[src/rtl/ram_transfer_scalar_mul_if.sv]
// Bus bundle for the scalar-mul block-move engine: command inputs from the
// controller, both RAM ports, and the running/done status.
interface ram_transfer_scalar_mul_if #(
    parameter int DATA = 255,
    parameter int ADDR = 5
);
    logic            command_transfer;
    logic            read_write_command;
    logic [ADDR:0]   read_address;
    logic [ADDR:0]   write_address;
    logic [1:0]      no_of_chunks;
    logic            b_w;
    logic [ADDR:0]   b_adbus;
    logic [DATA:0]   b_data_in;
    logic [DATA:0]   b_data_out;
    logic            a_w;
    logic [ADDR:0]   a_adbus;
    logic [DATA:0]   a_data_in;
    logic [DATA:0]   a_data_out;
    logic            interupt_transfer;
    logic            transfer_running;

    modport slave (
        input  command_transfer, read_write_command, read_address, write_address,
               no_of_chunks, b_data_out, a_data_out,
        output b_w, b_adbus, b_data_in, a_w, a_adbus, a_data_in,
               interupt_transfer, transfer_running
    );

    modport master (
        output command_transfer, read_write_command, read_address, write_address,
               no_of_chunks, b_data_out, a_data_out,
        input  b_w, b_adbus, b_data_in, a_w, a_adbus, a_data_in,
               interupt_transfer, transfer_running
    );
endinterface

[src/rtl/ram_transfer_scalar_mul.sv]
// Block-move engine copying 1-3 words between outer (b) and inner (a) RAM ports.
// Define TRANSFER_PIPELINE_EN to overlap the read of word i+1 with the write of word i.
module ram_transfer_scalar_mul #(
    parameter int DATA = 255,
    parameter int ADDR = 5
) (
    input  logic                        clk,
    input  logic                        rst_n,
    ram_transfer_scalar_mul_if.slave    bus
);
    localparam int ADDR_W = ADDR + 1;

    localparam logic [1:0] S_IDLE  = 2'd0;
    localparam logic [1:0] S_READ  = 2'd1;  // sole active state in pipelined build
    localparam logic [1:0] S_DONE  = 2'd3;
`ifndef TRANSFER_PIPELINE_EN
    localparam logic [1:0] S_WRITE = 2'd2;
`endif

    logic [1:0]    state;
    logic          dir;     // 1: outer -> inner
    logic [ADDR:0] rbase;
    logic [ADDR:0] wbase;
    logic [1:0]    n;
    logic [1:0]    idx;
    logic          last;
    logic          rd_en, wr_en, running;
    logic [ADDR:0] rd_addr, wr_addr;

`ifdef TRANSFER_PIPELINE_EN
    // idx counts N+1 slots: reads in 0..N-1, writes trail by one in 1..N
    assign last    = (idx == n);
    assign running = (state == S_READ);
    assign rd_en   = running && (idx != n);
    assign wr_en   = running && (idx != 2'd0);
    assign rd_addr = rbase + ADDR_W'(idx);
    assign wr_addr = wbase + ADDR_W'(idx) - ADDR_W'(1);
`else
    assign last    = ({1'b0, idx} + 3'd1) >= {1'b0, n};
    assign running = (state == S_READ) || (state == S_WRITE);
    assign rd_en   = running;
    assign wr_en   = (state == S_WRITE);
    assign rd_addr = rbase + ADDR_W'(idx);
    assign wr_addr = wbase + ADDR_W'(idx);
`endif

    always_ff @(posedge clk or negedge rst_n) begin
        if (!rst_n) begin
            state <= S_IDLE;
            dir   <= 1'b0;
            rbase <= '0;
            wbase <= '0;
            n     <= '0;
            idx   <= '0;
        end else begin
            case (state)
                S_IDLE: begin
                    if (bus.command_transfer) begin
                        dir   <= bus.read_write_command;
                        rbase <= bus.read_address;
                        wbase <= bus.write_address;
                        n     <= bus.no_of_chunks;
                        idx   <= '0;
                        state <= (bus.no_of_chunks == 2'd0) ? S_DONE : S_READ;
                    end
                end
`ifdef TRANSFER_PIPELINE_EN
                S_READ: begin
                    if (last) state <= S_DONE;
                    else      idx   <= idx + 2'd1;
                end
`else
                S_READ:  state <= S_WRITE;
                S_WRITE: begin
                    if (last) begin
                        state <= S_DONE;
                    end else begin
                        idx   <= idx + 2'd1;
                        state <= S_READ;
                    end
                end
`endif
                S_DONE:  state <= S_IDLE;
                default: state <= S_IDLE;
            endcase
        end
    end

    // Destination data is the source RAM's registered output, passed straight through.
    always_comb begin
        bus.b_w       = wr_en & ~dir;
        bus.a_w       = wr_en & dir;
        bus.b_adbus   = '0;
        bus.a_adbus   = '0;
        if (dir) begin
            if (rd_en) bus.b_adbus = rd_addr;
            if (wr_en) bus.a_adbus = wr_addr;
        end else begin
            if (rd_en) bus.a_adbus = rd_addr;
            if (wr_en) bus.b_adbus = wr_addr;
        end
        bus.b_data_in = (wr_en & ~dir) ? bus.a_data_out : '0;
        bus.a_data_in = (wr_en & dir)  ? bus.b_data_out : '0;
        bus.transfer_running  = running;
        bus.interupt_transfer = (state == S_DONE);
    end
endmodule

[src/flat_wrapper.sv]
// flat-port wrapper written by rule: the top's interface ports become plain ports
module ram_transfer_scalar_mul_flat 
#(
    parameter int DATA = 255,
    parameter int ADDR = 5
)
  (clk, rst_n, bus_command_transfer, bus_read_write_command, bus_read_address, bus_write_address, bus_no_of_chunks, bus_b_data_out, bus_a_data_out, bus_b_w, bus_b_adbus, bus_b_data_in, bus_a_w, bus_a_adbus, bus_a_data_in, bus_interupt_transfer, bus_transfer_running);
  ram_transfer_scalar_mul_if #(.DATA(DATA), .ADDR(ADDR)) bus_i ();
  input  logic clk;
  input  logic rst_n;
  input wire logic [$bits(bus_i.command_transfer)-1:0] bus_command_transfer;
  input wire logic [$bits(bus_i.read_write_command)-1:0] bus_read_write_command;
  input wire logic [$bits(bus_i.read_address)-1:0] bus_read_address;
  input wire logic [$bits(bus_i.write_address)-1:0] bus_write_address;
  input wire logic [$bits(bus_i.no_of_chunks)-1:0] bus_no_of_chunks;
  input wire logic [$bits(bus_i.b_data_out)-1:0] bus_b_data_out;
  input wire logic [$bits(bus_i.a_data_out)-1:0] bus_a_data_out;
  output wire logic [$bits(bus_i.b_w)-1:0] bus_b_w;
  output wire logic [$bits(bus_i.b_adbus)-1:0] bus_b_adbus;
  output wire logic [$bits(bus_i.b_data_in)-1:0] bus_b_data_in;
  output wire logic [$bits(bus_i.a_w)-1:0] bus_a_w;
  output wire logic [$bits(bus_i.a_adbus)-1:0] bus_a_adbus;
  output wire logic [$bits(bus_i.a_data_in)-1:0] bus_a_data_in;
  output wire logic [$bits(bus_i.interupt_transfer)-1:0] bus_interupt_transfer;
  output wire logic [$bits(bus_i.transfer_running)-1:0] bus_transfer_running;
  assign bus_i.command_transfer = bus_command_transfer;
  assign bus_i.read_write_command = bus_read_write_command;
  assign bus_i.read_address = bus_read_address;
  assign bus_i.write_address = bus_write_address;
  assign bus_i.no_of_chunks = bus_no_of_chunks;
  assign bus_i.b_data_out = bus_b_data_out;
  assign bus_i.a_data_out = bus_a_data_out;
  assign bus_b_w = bus_i.b_w;
  assign bus_b_adbus = bus_i.b_adbus;
  assign bus_b_data_in = bus_i.b_data_in;
  assign bus_a_w = bus_i.a_w;
  assign bus_a_adbus = bus_i.a_adbus;
  assign bus_a_data_in = bus_i.a_data_in;
  assign bus_interupt_transfer = bus_i.interupt_transfer;
  assign bus_transfer_running = bus_i.transfer_running;
  ram_transfer_scalar_mul #(.DATA(DATA), .ADDR(ADDR)) u_core (.clk(clk), .rst_n(rst_n), .bus(bus_i));
endmodule
[config.mk]
export PLATFORM = sky130hd
export DESIGN_NAME = ram_transfer_scalar_mul_flat
export DESIGN_NICKNAME = d
export VERILOG_FILES = /design/src/rtl/ram_transfer_scalar_mul_if.sv /design/src/rtl/ram_transfer_scalar_mul.sv /design/src/flat_wrapper.sv
export SDC_FILE = /design/constraint.sdc
export NUM_CORES = 1
export LEC_CHECK = 0
export CAP_MARGIN = 20
export CELL_PAD_IN_SITES_DETAIL_PLACEMENT = 1
export CELL_PAD_IN_SITES_GLOBAL_PLACEMENT = 1
export CORE_AREA = 2 2 410 412
export DETAILED_ROUTE_END_ITERATION = 8
export DIE_AREA = 0 0 412 414
export PLACE_DENSITY_LB_ADDON = 0.15
export SLEW_MARGIN = 20
export SYNTH_ARGS = -nofsm -noshare
export SYNTH_HDL_FRONTEND = slang
export SYNTH_SLANG_ARGS = --single-unit
[constraint.sdc]
create_clock -name clk -period 5.7 [get_ports clk]
set_clock_uncertainty 0.2 [all_clocks]
set_input_delay 0.57 -clock clk [delete_from_list [all_inputs] [get_ports clk]]
set_output_delay 0.57 -clock clk [all_outputs]
set_load 0.02 [all_outputs]
==> results of run 1 <==
## final cells by class
cell class	instances	area [um^2]
Antenna cell	14	35.03
Multi-Input combinational cell	604	3945
Sequential cell	19	479.2
Fill cell	19790	148300
Inverter	8	35.03
Clock buffer	4	78.83
Timing Repair Buffer	1062	10650
Tap cell	2204	2758
## stage by stage
stage | utilization (%) | power (mW) | hold slack (ns)
after global placement | 10.75 | 5.765 | 0.2960
after global routing | 10.79 | 6.236 | 0.1076
final | 10.81 | 5.847 | 0.07028
after detailed placement | 10.75 | 5.799 | 0.3013
after floorplan | - | 2.763 | 0.07441
after CTS | 10.80 | 5.984 | 0.3155
## worst max-delay path by stage
| stage | slack [ns] | startpoint | end | cells after the start |
|---|---|---|---|---|
| 6_report | 1.49 | u_core.state[0] | bus_b_data_in[29] | 7 |
| 2_1_floorplan | 3.12 | u_core.idx[0] | bus_b_adbus[2] | 5 |
| 5_1_grt | 1.17 | u_core.state[0] | bus_b_data_in[49] | 7 |
| 3_3_place_gp | 1.79 | u_core.state[0] | bus_b_data_in[92] | 7 |
| 3_5_place_dp | 1.71 | u_core.state[0] | bus_b_data_in[27] | 7 |
| 4_1_cts | 1.42 | u_core.state[0] | bus_b_data_in[27] | 7 |
## cells in the final DEF (no fill, tap or decap), types with 4 or more instances in the layout
master,instances
clkdlybuf4s50_1,1056
o22ai_1,6
nand2b_1,4
mux2_2,15
o21ai_0,8
xor2_1,6
nand3_1,9
nand2_1,15
inv_1,7
and3_1,256
ha_1,9
diode_2,14
and2_1,256
dfrtp_1,18
## power by group through the flow
stage,combinational (mW),sequential [mW],clock (mW)
3_3_place_gp,5.45,0.310,0
3_5_place_dp,5.49,0.313,0
6_report,5.39,0.306,0.153
2_1_floorplan,2.51,0.258,0
5_1_grt,5.75,0.323,0.164
4_1_cts,5.51,0.310,0.160
## routing by layer
layer  share of wire, %  GRT usage, %
met5               0.12             0
met4               0.87        0.2969
met3                9.3         3.300
met2                 51         19.34
met1                 39         11.94
## sequential cells by signal (all words and copies together) (netlist names)
| name | flops |
|---|---|
| u_core.dir | 1 |
| u_core.idx | 2 |
| u_core.n | 2 |
| u_core.rbase | 6 |
| u_core.state | 2 |
| u_core.wbase | 6 |
## worst max-delay path, stage by stage, from the launching register on
cell and delay, ns:
dfrtp_1 0.41, inv_1 0.14, ha_4 0.29, nand2b_1 0.20
inv_6 0.55, buf_12 0.47, and2_1 0.26, clkdlybuf4s50_1 0.74
## cells by family after synthesis
| logic type | count (synthesis) |
|---|---|
| simple gates | 547 |
| buf+inv | 97 |
| compound gates | 20 |
| flops | 19 |
| mux | 16 |
| fa+ha+maj | 13 |
| xor+xnor | 8 |
==> metrics.txt, run 1 <==
leading cell types by count after synthesis and2_1 (256), and3_1 (256), clkbuf_1 (78); Synth area leaders and2_1 (33%), and3_1 (33%), dfrtp_1 (9.9%); DR WL/cell 24.23 um; Pint 2.612 mW; Seq pwr share 5.2%; Clock Sinks 19; Cells after Synth 720; Post-CTS Setup Repair Bufs 0; share of cells above drive strength 1 1.591%; multiplexer share of the synthesized area 3.739%; largest family of logic cells by synthesized area simple AND/OR/NAND/NOR gates; Initial Utilization 2.878%; crit path DAT 3.44 ns; CTS tree built; Distinct cells, synth 27; 1st-iter DRT viols a little over 400; row count 150; total track usage 10.35%; RSZ-0062 raised after global routing no; Yosys warnings 0; ys async rst share 100.0%; worst min-delay path category in -> async; clk_lat worst skew 0.26 ns; final period utilization between 70% and 80%; Yosys top cell area share 33.46%; clk slew on worst S/H paths 0.06 ns; Inst Count DP 3897; max cap viols 0; GPL Wtd Cong 0.9291; area grow syn2layout 275.7%; Vias 9647; syn_area_per_cell around 6.6 um^2; number of synthesized flops with an enable pin 0; r2r startpoint u_core.idx[0]; register bit total from synthesis 19; via/cell ratio roughly 2.5; Max FO, Critical Path 139; I/O Pins 1058; initial antenna violation count 72; min Tclk post-route 4.214 ns; maximum vdd drop 0.1825 mV; die width 412 um; Clock Tree Buf Depth 2; PD cells 325.2 nW/um^2; Max-slew headroom 27.37%; area leader, netlist and2_1; post-DP HPWL 87.44 mm; status finished clean; reg2reg path depth 4; port buffer count 1057; Post-CTS Hold Buffers 0; power share of the combinational group 92.1%; startpoint types flop; end of the worst register-to-register path u_core.state[1]; sequential fraction of the synthesis area 9.935%; ys flop type dfrtp_1; vias in the first global route approximately 10000; post_cts resized 0; R2R Setup Slk approximately 3.6 ns; post-route ant nets 0; pre-CTS setup slack 1.708 ns; # nets final 2241; Final Hold Fails 0; switching part of the total a little under three fifths; final worst setup slack 1.486 ns; drt total wl about 95 mm; Worst Tran Pin Value 1.090 ns; post-synthesis compound-gate area fraction 2.614%; First-pass DRT Iterations 4; max-slew violations 0; Mapped Nets 1263; Synth Cell Area 4786 um^2; DRC viols 0; Die Footprint 170600 um^2; die outline height 414 um; first-pass GRT wire length 118.4 mm; crit end category output pin; Final setup viols 0; total negative slack 0 ns; largest net degree at the start of global routing 144; Clock Tree Root clkbuf_16; area post-placement between 15000 and 20000 um^2; switching power 3.235 mW; fin area 17980 um^2; Post-Synth Adder-Cell Area roughly 3.9%; critical path type reg -> out; XOR/XNOR Fraction of Synth Area about 1.5%; core area 166300 um^2; clock power share 2.6%; htree depth 1; Crit path required time around 4.9 ns; Final Non-Filler Cells 3915; Max Freq 0.2373 GHz; total gr overflow 0; synthesized-area fraction occupied by and/or/nand/nor cells 70.48%; Leak 6.772 nW; Num CTS Buffers 3
(Power assumes the default switching activity.)
==> run 2: changes to the inputs <==
- clock period: 5.7 -> 4.4 ns (I/O delays scaled with it)
==> metrics.txt, run 2 (synthesized netlist as in run 1, its figures left out) <==
status finished clean (unchanged); crit path DAT 3.13 ns (was 3.44 ns); commonest non-fill, non-tap cell in the layout clkdlybuf4s50_1 (unchanged); 1st-iter DRT viols 272 (was 409); GPL Wtd Cong 0.9767 (was 0.9291); port buffer count 1057 (unchanged); htree depth 1 (unchanged); Worst Tran Pin Value 1.090 ns (about the same); switching part of the total 55.48% (was 55.33%); post-route ant nets 0 (unchanged); I/O Pins 1058 (unchanged); crit end category output pin (unchanged); Most Crowded Layer GR met2 (unchanged); Leak 6.839 nW (was 6.772 nW); Final setup viols 0 (unchanged); first-pass GRT wire length 121.5 mm (was 118.4 mm); DR WL/cell 24.91 um (was 24.23 um); worst min-delay path category reg -> reg (was in -> async); Inst Count DP 3904 (was 3897); Clock Sinks 19 (unchanged); clk_lat worst skew 0.25 ns (was 0.26 ns); vias in the first global route 10540 (was 10490); Max FO, Critical Path 198 (was 139); Pint 3.433 mW (was 2.612 mW); CTS tree built (unchanged); GR Util met3 2.841% (was 3.300%); # nets final 2249 (was 2241); total negative slack 0 ns (unchanged); Reg area 479.2 um^2 (unchanged); met2 Use GR 19.74% (was 19.34%); post-DP HPWL 88.97 mm (was 87.44 mm); via/cell ratio 2.506 (was 2.464); Seq pwr share 4.8% (was 5.2%); total track usage 10.68% (was 10.35%); clock power share 2.5% (was 2.6%); max-slew violations 0 (unchanged); Final Non-Filler Cells 3919 (was 3915); Num CTS Buffers 3 (unchanged); power share of the combinational group 92.7% (was 92.1%); initial antenna violation count 97 (was 72); Largest regs u_core.rbase: 6 flops, u_core.wbase: 6 flops (unchanged); Clock Tree Root clkbuf_16 (unchanged); Crit path required time 3.76 ns (was 4.93 ns); die outline height 414 um (unchanged); number of fillers in the final layout 19770 (was 19790); PD cells 427.6 nW/um^2 (was 325.2 nW/um^2); area grow syn2layout 276.8% (was 275.7%); die width 412 um (unchanged); critical path type reg -> out (unchanged); Die Footprint 170600 um^2 (unchanged); drt total wl 97.64 mm (was 94.87 mm); core area 166300 um^2 (unchanged); maximum vdd drop 0.3880 mV (was 0.1825 mV); most frequent cells in the layout clkdlybuf4s50_1 (1046), and2_1 (256), and3_1 (256) (was clkdlybuf4s50_1 (1056), and2_1 (256), and3_1 (256)); share of cells above drive strength 1 2.581% (was 1.591%); post_cts resized 0 (unchanged); Final Hold Fails 0 (unchanged); First-pass DRT Iterations 5 (was 4); total gr overflow 0 (unchanged); row count 150 (unchanged); clk slew on worst S/H paths 0.06 ns (about the same); startpoint types flop (unchanged); global-route met1 utilization 12.82% (was 11.94%); Clock Tree Buf Depth 2 (unchanged); Vias 9820 (was 9647); Max-slew headroom 27.32% (was 27.37%); RSZ-0062 raised after global routing no (unchanged); largest net degree at the start of global routing 198 (was 144); Max Freq 0.2652 GHz; area of the multi-input gates 3945 um^2 (unchanged); Initial Utilization 2.878% (unchanged); max cap viols 0 (unchanged); final period utilization 85.69%; switching power 4.278 mW (was 3.235 mW); min Tclk post-route approximately 3.8 ns; DRC viols 0 (unchanged)
[run 2: worst paths after layout]
path	startpoint	end	slack, ns	cells past startpoint
worst max-delay path	u_core.state[0]	bus_b_adbus[0]	0.63	7
worst min-delay path	u_core.wbase[0]	u_core.wbase[0]	0.31	1
worst max register to register	u_core.state[0]	u_core.idx[0]	1.42	7
worst min register to register	u_core.wbase[0]	u_core.wbase[0]	0.31	1
max in group asynchronous	rst_n	u_core.dir	3.09	2
min in group asynchronous	rst_n	u_core.dir	0.50	2
[run 2: repair_timing]
| item | in CTS | in global routing |
|---|---|---|
| buffers inserted | 0 | 0 |
| hold buffers | 0 | 1 |
| hold endpoints to repair | 0 | 1 |
| setup endpoints to repair | 0 | 0 |
[run 2: power groups by stage]
stage	clock network, mW	logic, mW	registers (mW)
final	0.195	7.15	0.371
after global routing	0.211	7.63	0.389
after CTS	0.204	7.31	0.377
after detailed placement	0	7.28	0.380
after global placement	0	7.26	0.378
after floorplan	0	3.25	0.334
[run 2: layer usage]
layer  part of all wire (%)  vias to the layer above
met5                   0.13                        -
met4                    1.2                       20
met1                     40                     4639
met3                    7.9                      152
met2                     50                      630
li1                       -                     4379
[run 2: critical path: stages (launching register included)]
cell and delay, ns:
dfrtp_1 0.43, inv_1 0.16, ha_4 0.20, buf_12 0.35, buf_4 0.40, nand2_1 0.08
o21ai_0 0.21, clkdlybuf4s50_1 0.69
[run 2: cell type report]
class                   count  area share (%)
multi-input cells         604           21.88
clock buffers               4          0.4371
repair buffers           1070           59.40
well taps                2204           15.29
inverters                   8          0.1943
flip-flops and latches     19           2.657
diodes                     10          0.1388
[run 2: per-stage QoR]
stage	setup WS, ns	area, um^2	utilization, %	hold slack (ns)	total power [mW]
detailed placement	0.8306	17920	10.78	0.3045	7.660
CTS	0.5425	18000	10.83	0.3188	7.896
finish	0.6296	18030	10.85	0.3117	7.711
global placement	0.8654	17920	10.78	0.2963	7.641
global route	0.4149	18010	10.83	0.3367	8.231
floorplan	1.947	4786	-	-0.05559	3.580
==> run 3: changes to the inputs <==
- ABC_AREA: default -> 1
- CORE_AREA: 2 2 410 412 -> 2 2 407 409
- DIE_AREA: 0 0 412 414 -> 0 0 409 411
- SKIP_LAST_GASP: default -> 1
==> metrics.txt, run 3 <==
status finished clean (unchanged); DR WL/cell 21.64 um (was 24.91 um); first-pass GRT wire length 120.3 mm (was 121.5 mm); final period utilization 86.85% (was 85.69%); power share of the combinational group 89.6% (was 92.7%); CTS tree built (unchanged); maximum vdd drop 0.1970 mV (was 0.3880 mV); switching part of the total 56.07% (was 55.48%); worst min-delay path category reg -> reg (unchanged); total gr overflow 0 (unchanged); count leader, synth inv_1; Worst Hold Path EP u_core.rbase[0] (was u_core.wbase[0]); Clock Sinks 19 (unchanged); GPL Wtd Cong 0.8234 (was 0.9767); critical path type reg -> out (unchanged); CP Cell Sequence inv_1 > ha_1 > buf_4 > inv_1 > nor2_2 > inv_8 > buf_4 > nor2_1 > clkdlybuf4s50_1 (was inv_1 > ha_4 > buf_12 > buf_4 > nand2_1 > o21ai_0 > clkdlybuf4s50_1); row count 149 (was 150); Seq pwr share 6.7% (was 4.8%); crit end category output pin (unchanged); Worst Tran Pin Value 0.7534 ns (was 1.090 ns); Synth area leaders inv_1 (36%), nor2_1 (35%), dfrtp_1 (8.5%) (was and2_1 (33%), and3_1 (33%), dfrtp_1 (9.9%)); largest net degree at the start of global routing 155 (was 198); R2R Setup Slk 2.13 ns (was 1.42 ns); most frequent cells in the layout clkdlybuf4s50_1 (1057), inv_1 (536), nor2_1 (521) (was clkdlybuf4s50_1 (1046), and2_1 (256), and3_1 (256)); Die Footprint 168100 um^2 (was 170600 um^2); vias in the first global route 11340 (was 10540); Final Hold Fails 0 (unchanged); Clock Tree Root clkbuf_16 (unchanged); min Tclk post-route 3.821 ns (was 3.770 ns); DRC viols 0 (unchanged); Initial Utilization 3.432% (was 2.878%); Post-CTS Setup Repair Bufs 0 (unchanged); drt total wl 97.00 mm (was 97.64 mm); ys flop type dfrtp_1 (unchanged); die width 409 um (was 412 um); area leader, netlist inv_1 (was and2_1); CP peak stage delay 0.71 ns (was 0.69 ns); Final Non-Filler Cells 4482 (was 3919); Min-Delay Path Depth 2 (was 1); clock power share 3.7% (was 2.5%); Crit path required time 3.76 ns (about the same); post_cts resized 0 (unchanged); Max FO, Critical Path 53 (was 198); r2r startpoint u_core.state[0] (unchanged); syn_area_per_cell 4.432 um^2 (was 6.647 um^2); leading cell types by count after synthesis inv_1 (536), nor2_1 (521), nand2_1 (59) (was and2_1 (256), and3_1 (256), clkbuf_1 (78)); htree depth 1 (unchanged); CP delay by family, top buffers and inverters (unchanged); ys async rst share 100.0% (unchanged); register bit total from synthesis 19 (unchanged); Synth Cell Area 5624 um^2 (was 4786 um^2); Pint 2.441 mW (was 3.433 mW); clk_lat worst skew 0.26 ns (was 0.25 ns); reg2reg path depth 6 (was 7); max cap viols 0 (unchanged); # nets final 2821 (was 2249); Mapped Nets 1812 (was 1263); Final setup viols 0 (unchanged); Distinct cells, synth 21 (was 27); RSZ-0062 raised after global routing no (unchanged); Leak 8.543 nW (was 6.839 nW); Yosys top cell area share 35.77% (was 33.46%); area grow syn2layout 232.9% (was 276.8%); core area 163900 um^2 (was 166300 um^2); Max-slew headroom 49.77% (was 27.32%); Inst Count DP 4462 (was 3904); switching power 3.115 mW (was 4.278 mW); post-DP HPWL 89.11 mm (was 88.97 mm); clk slew on worst S/H paths 0.06 ns (about the same); Max Freq 0.2617 GHz (was 0.2652 GHz); crit path buf inv count 6 (was 4); share of cells above drive strength 1 0.8783% (was 2.581%); First-pass DRT Iterations 4 (was 5); commonest non-fill, non-tap cell in the layout clkdlybuf4s50_1 (unchanged); via/cell ratio 2.391 (was 2.506); max-slew violations 0 (unchanged); Num CTS Buffers 3 (unchanged); I/O Pins 1058 (unchanged); die outline height 411 um (was 414 um); post-route ant nets 0 (unchanged); PD cells 296.8 nW/um^2 (was 427.6 nW/um^2); Yosys warnings 0 (unchanged); total negative slack 0 ns (unchanged); crit path DAT 3.18 ns (was 3.13 ns); end of the worst register-to-register path u_core.rbase[1] (was u_core.idx[0]); Cells after Synth 1269 (was 720); Vias 10720 (was 9820); number of synthesized flops with an enable pin 0 (unchanged); Clock Tree Buf Depth 2 (unchanged); CP max stage cell clkdlybuf4s50_1 (unchanged); Post-CTS Hold Buffers 0 (unchanged); HP Start u_core.rbase[0] (was u_core.wbase[0]); initial antenna violation count 81 (was 97); total track usage 10.85% (was 10.68%); Largest regs u_core.rbase: 6 flops, u_core.wbase: 6 flops (unchanged); 1st-iter DRT viols 368 (was 272); sequential fraction of the synthesis area 8.454% (was 9.935%); startpoint types flop (unchanged); Hold WS 0.2981 ns (was 0.3117 ns); port buffer count 1057 (unchanged)
## run 3: changes by cell type after synthesis, moves of 6 or more
cell and delta:
buf_6 +23, o22ai_1 -6, nand2_1 +44, buf_2 +23
mux2_2 -15, nor2_1 +519, xor2_1 -6, clkbuf_1 -72
inv_1 +528, nand4_1 +6, and3_1 -256, and2_1 -256
o21ai_0 +14, nand3_1 +8
## run 3: kinds of logic (layout without fill, tap and decap cells)
kind of cell               Yosys count  count (layout)  synth area share (%)
DFF                                 19              19                 8.454
AOI/OAI and AO/OA                   25              25                 2.336
buffers and inverters              601            1609                 44.00
muxes                                2               2                0.3560
and+or+nand+nor                    609             609                 41.56
adders and majority gates           13              13                 3.293
other                                0              16                     0
## run 3: layout make-up
cell class,count,area [um^2]
Antenna cell,16,40.04
Multi-Input combinational cell,649,2688
Timing Repair Buffer,1068,10680
Clock inverter,1,5.005
Fill cell,19810,145200
Tap cell,2189,2739
Sequential cell,19,475.5
Inverter,537,2023
Clock buffer,3,75.07
## run 3: per-stage QoR
step                power [mW]  utilization [%]  setup slack (ns)  cell area [um^2]
floorplan                2.643                -             1.950              5624
detailed placement       5.527            11.35            0.6481             18600
global route             5.977            11.40            0.2301             18680
global placement         5.565            11.35            0.6469             18600
finish                   5.556            11.42            0.5787             18720
CTS                      5.766            11.40            0.3638             18680
## run 3: metal layers
metal / vias to the layer above / part of all wire, % / GRT usage, %
li1: 5316 / - / -
met5: - / 0.34 / 0
met1: 4721 / 37 / 11.75
met3: 110 / 8.3 / 4.148
met2: 519 / 52 / 20.22
met4: 52 / 2.0 / 1.552
## run 3: worst min-delay path, cell delays in order (launching register included)
cell and delay, ns:
dfrtp_1 0.36, nand2_1 0.06, nand2_1 0.05
## run 3: power by group through the flow
stage,Sequential (mW),Clock (mW),Combinational (mW)
global route,0.395,0.216,5.37
detailed placement,0.387,0,5.14
global placement,0.386,0,5.18
CTS,0.382,0.210,5.17
floorplan,0.329,0,2.31
finish,0.375,0.203,4.98
## run 3: how the worst max path moves through the flow
stage                    start                end  slack [ns]  cells after the start
2_1_floorplan    u_core.idx[0]     bus_a_adbus[4]        1.95                      7
3_3_place_gp   u_core.state[0]  bus_b_data_in[22]        0.65                      9
3_5_place_dp   u_core.state[0]  bus_b_data_in[22]        0.65                      9
4_1_cts        u_core.state[0]  bus_b_data_in[22]        0.36                      9
5_1_grt        u_core.state[0]  bus_b_data_in[22]        0.23                      9
6_report       u_core.state[0]  bus_b_data_in[35]        0.58                      9
==> RTL edit 1 (flow settings as in run 1) <==
Add a define of `TRANSFER_PIPELINE_EN`.
--- a/src/rtl/ram_transfer_scalar_mul.sv
+++ b/src/rtl/ram_transfer_scalar_mul.sv
@@ -2,2 +2,4 @@
 // Define TRANSFER_PIPELINE_EN to overlap the read of word i+1 with the write of word i.
+`define TRANSFER_PIPELINE_EN
+
 module ram_transfer_scalar_mul #(
Function: changed (Yosys sat finds a counterexample within 4 cycles, from zero or initial values and one cycle with rst_n low).
==> RTL edit 1 against run 1 <==
Fmax is 5.9% higher; clock power rose by 5%; design area up 0.55%; routed wire length rose by 37%; total power is 36% higher; worst setup slack better by 0.23 ns; sequential cell count unchanged; area after synthesis increased by 4.1%; critical path type unchanged; largest power group unchanged.
==> RTL edit 1: results (changes against run 1) <==
global_routing:
  first_global_vias: 11400  # +8.4%
  grt_pass1_wl_um: 158000  # +33%
  grt_max_degree: 267  # +85%
  gr-usage-all-layers_pct: 14.4  # +4.1 points
  initial_antenna_violation_count: 110  # +53%
cells_and_area:
  fillerInstances: 19800  # -0.14%
worst_setup_path:
  timing.critical_path.fanout_max: 82  # -41%
  critical_path_arrival_ns: 3.21  # -0.23 ns
  reg2reg_slack_ns: 3.77  # +0.20 ns
  cp_slowest_stage_delay_ns: 0.67  # -0.07 ns
  worstRegToRegCells: 3  # -1
logic_synthesis:
  post_synthesis_compound_gate_area_fraction_pct: 3.24  # +0.62 points
  synth-xor-area-share_pct: 1.58  # +0.12 points
  synth.mux.area_fraction_pct: 2.49  # -1.3 points
  ys_top_cells_by_area: "and3_1 (64%), dfrtp_1 (9.5%), clkbuf_1 (5.3%)"
  synthTopCellsByCount: "and3_1 (512), clkbuf_1 (70), buf_2 (24), dfrtp_1 (19), inv_1 (15)"
  synth-adder-area-share_pct: 3.06  # -0.81 points
  seq_area_frac_synth_pct: 9.54  # -0.39 points
  synth.net_count: 1298  # +2.8%
sta:
  final.hold.worst_slack_ns: 0.334  # +0.263 ns
  worst_slack_setup_final_ns: 1.72  # +0.233 ns
route:
  detailedRoute.firstIterationViolations: 669  # +64%
  routed_wl_um: 130000  # +37%
placement:
  routabilityCongestion: 0.881  # -5.2%
  placement.setup.worst_slack_ns: 1.95  # +0.246 ns
run_status:
  run_status: "finished, final reports clean"
-- RTL edit 1: cell types whose count changed after synthesis, sizes merged, moves of 3 or more --
cell   before  now
and3      256  512
and2      256    1
buf        11   38
inv         8   15
nor2        2    9
mux2       15   11
nand3       9    5
a21oi       0    3
o22ai       6    3
xnor2       2    5
-- RTL edit 1: area by class of cell --
class | instances | area (µm²) | share of cell area (%)
clock inverters | 1 | 7.51 | 0.0415
multi-input cells | 605 | 3910 | 21.6
flip-flops and latches | 19 | 479 | 2.65
inverters | 15 | 63.8 | 0.353
repair buffers | 1069 | 10700 | 59.4
well taps | 2204 | 2760 | 15.3
diodes | 14 | 35.0 | 0.194
clock buffers | 3 | 75.1 | 0.415
-- RTL edit 1: logic make-up after synthesis --
family                   after synthesis
AO/OA/AOI/OAI                         25
multiplexers                          11
adder cells (fa/ha/maj)               11
buffers and inverters                133
XOR/XNOR                               9
AND/OR/NAND/NOR                      549
flip-flops                            19
-- RTL edit 1: worst max path at each step --
stage / startpoint / end / cells past startpoint
floorplan: u_core.idx[1] / bus_b_adbus[5] / 10
global route: u_core.idx[1] / bus_a_adbus[5] / 11
detailed placement: u_core.idx[1] / bus_a_adbus[5] / 11
global placement: u_core.idx[1] / bus_a_adbus[5] / 11
CTS: u_core.idx[1] / bus_a_adbus[5] / 11
finish: u_core.idx[1] / bus_b_adbus[3] / 7
-- RTL edit 1: routing by layer --
| layer | track usage (%) | part of all wire, % | routed length [µm] |
|---|---|---|---|
| met1 | 16.9 | 39 | 51000 |
| met2 | 25.5 | 49 | 64100 |
| met3 | 5.93 | 10 | 13600 |
| met4 | 0.513 | 0.77 | 994 |
| met5 | 0 | 0.17 | 220 |
-- RTL edit 1: stage by stage --
stage	area (µm²)	cells
2_1_floorplan	4980	757
3_3_place_gp	17900	3910
3_5_place_dp	17900	3910
4_1_cts	18000	3914
5_1_grt	18000	3917
6_report	18100	3930
-- RTL edit 1: power breakdown --
part           total (W)  internal (W)  switching, W  leakage [nW]
clock           0.000160     0.0000953     0.0000643        0.0372
sequential      0.000276      0.000205     0.0000709         0.227
combinational    0.00750       0.00290       0.00460          7.28
==> RTL edit 2 (config.mk and constraints of run 1) <==
Made on the original files. Make the reset (`rst_n`) synchronous in one clocked block.
--- a/src/rtl/ram_transfer_scalar_mul.sv
+++ b/src/rtl/ram_transfer_scalar_mul.sv
@@ -46,3 +46,3 @@
 
-    always_ff @(posedge clk or negedge rst_n) begin
+    always_ff @(posedge clk) begin
         if (!rst_n) begin
Function: differs if rst_n is asserted again (counterexample within 4 cycles, from zero or initial values and one cycle with rst_n low); with rst_n held inactive, the same outputs for 4 cycles.
==> RTL edit 2 against run 1 <==
Sequential power decreased by 32%; via count is 3.0% higher; total power shrank 34%; fmax decreased by 0.98%; synthesized cell count grew 4.6%; routed wire length increased by 5.4%; sequential cell count unchanged; area after synthesis shrank 1.4%; sequential share of layout area shrank 0.52 points; worst setup slack worse by 0.042 ns; design area down 0.20%.
==> RTL edit 2: results (changes against run 1) <==
run_status:
  run_status: "finished, final reports clean"
route:
  routed_wl_um: 100000  # +5.4%
  drt-pass1-iter-count: 5  # +1
  detailedRoute.firstIterationViolations: 498  # +22%
  vias: 9933  # +3.0%
global_routing:
  first_global_vias: 10800  # +2.6%
  initial_antenna_violation_count: 70  # -2.8%
  grt_pass1_wl_um: 123000  # +3.8%
  grt_max_degree: 204  # +42%
placement:
  place.detailed.instances: 3928  # +0.80%
  detailedPlacementHpwl_um: 90800  # +3.9%
  placement.setup.worst_slack_ns: 1.55  # -0.157 ns
  postPlaceCellArea_mm2: 0.0178  # -0.32%
  routabilityCongestion: 0.904  # -2.7%
worst_setup_path:
  reg2reg_slack_ns: 3.51  # -0.06 ns
  endpoint: "bus_b_data_in[244]"
  rr_endpoint: "u_core.idx[1]"
  r2r_start: "u_core.state[0]"
  critical_path_arrival_ns: 3.49  # +0.05 ns
  worstRegToRegCells: 6  # +2
  cp_slowest_stage_delay_ns: 0.85  # +0.11 ns
cells_and_area:
  fillerInstances: 19800  # -0.035%
  nets: 2272  # +1.4%
  drive_gt1_share_pct: 0.868  # -0.72 points
  multi_input_comb_area_mm2: 0.00397  # +0.73%
logic_synthesis:
  yosys_most_used_dff: "dfxtp_1"
  synth-async-reset-ratio_pct: 0  # -100 points
  seq_area_frac_synth_pct: 8.06  # -1.9 points
  ys_top_cells_by_area: "and2_1 (34%), and3_1 (34%), dfxtp_1 (8.1%)"
  post_synth.cell_area_avg_um2: 6.27  # -5.7%
  synth.net_count: 1296  # +2.6%
pwr:
  leakage_nw: 6.74  # -0.50%
sta:
  period_share_pct: 74.7  # +0.73 points
worst_hold_path:
  type_of_the_worst_min_delay_path: "reg -> reg"
==> RTL edit 2: cell count changes in the layout (fill, tap and decap cells not counted), sizes merged, moves of 3 or more <==
cell,before,now
dfrtp,19,0
a21oi,0,16
nand2,15,44
inv,8,5
mux2,15,0
diode,14,20
dfxtp,0,19
==> RTL edit 2: cells by family after synthesis <==
family          share of synthesized area, %
flops                                   8.06
xor+xnor                                1.48
compound gates                          4.56
fa+ha+maj                               3.92
buf+inv                                 8.03
simple gates                            73.9
==> RTL edit 2: power by group <==
group          total [W]  switching (W)  internal [W]
sequential      0.000207      0.0000469      0.000160
combinational    0.00349        0.00201       0.00148
clock           0.000150      0.0000550     0.0000953
==> RTL edit 2: worst min-delay path by stage <==
stage                      from          end  slack (ns)  depth (start not counted)
floorplan           u_core.n[1]  u_core.n[1]        0.24                          2
global placement    u_core.n[1]  u_core.n[1]        0.25                          2
detailed placement  u_core.n[1]  u_core.n[1]        0.26                          2
CTS                 u_core.n[1]  u_core.n[1]        0.26                          2
global route        u_core.n[0]  u_core.n[0]        0.30                          2
finish              u_core.n[1]  u_core.n[1]        0.26                          2
==> RTL edit 2: area by class of cell <==
| class | instances | area share (%) |
|---|---|---|
| multi-input combinational | 635 | 22.1 |
| sequential | 19 | 2.14 |
| timing repair buffer | 1064 | 59.5 |
| inverter | 6 | 0.167 |
| tap | 2204 | 15.4 |
| antenna | 20 | 0.279 |
| clock buffer | 4 | 0.439 |
==> RTL edit 2: tightest hold or removal path: stages (launching register included) <==
cell     delay, ns
dfxtp_1       0.31
nand2_1       0.05
a21oi_1       0.05
==> RTL edit 2: per-layer routing <==
metal	vias up	track usage (%)	share of wire, %
met5	-	1.19	0.45
met4	26	3.91	3.1
met3	123	4.43	10
met2	638	19.5	50
met1	4674	11.4	36
li1	4472	-	-
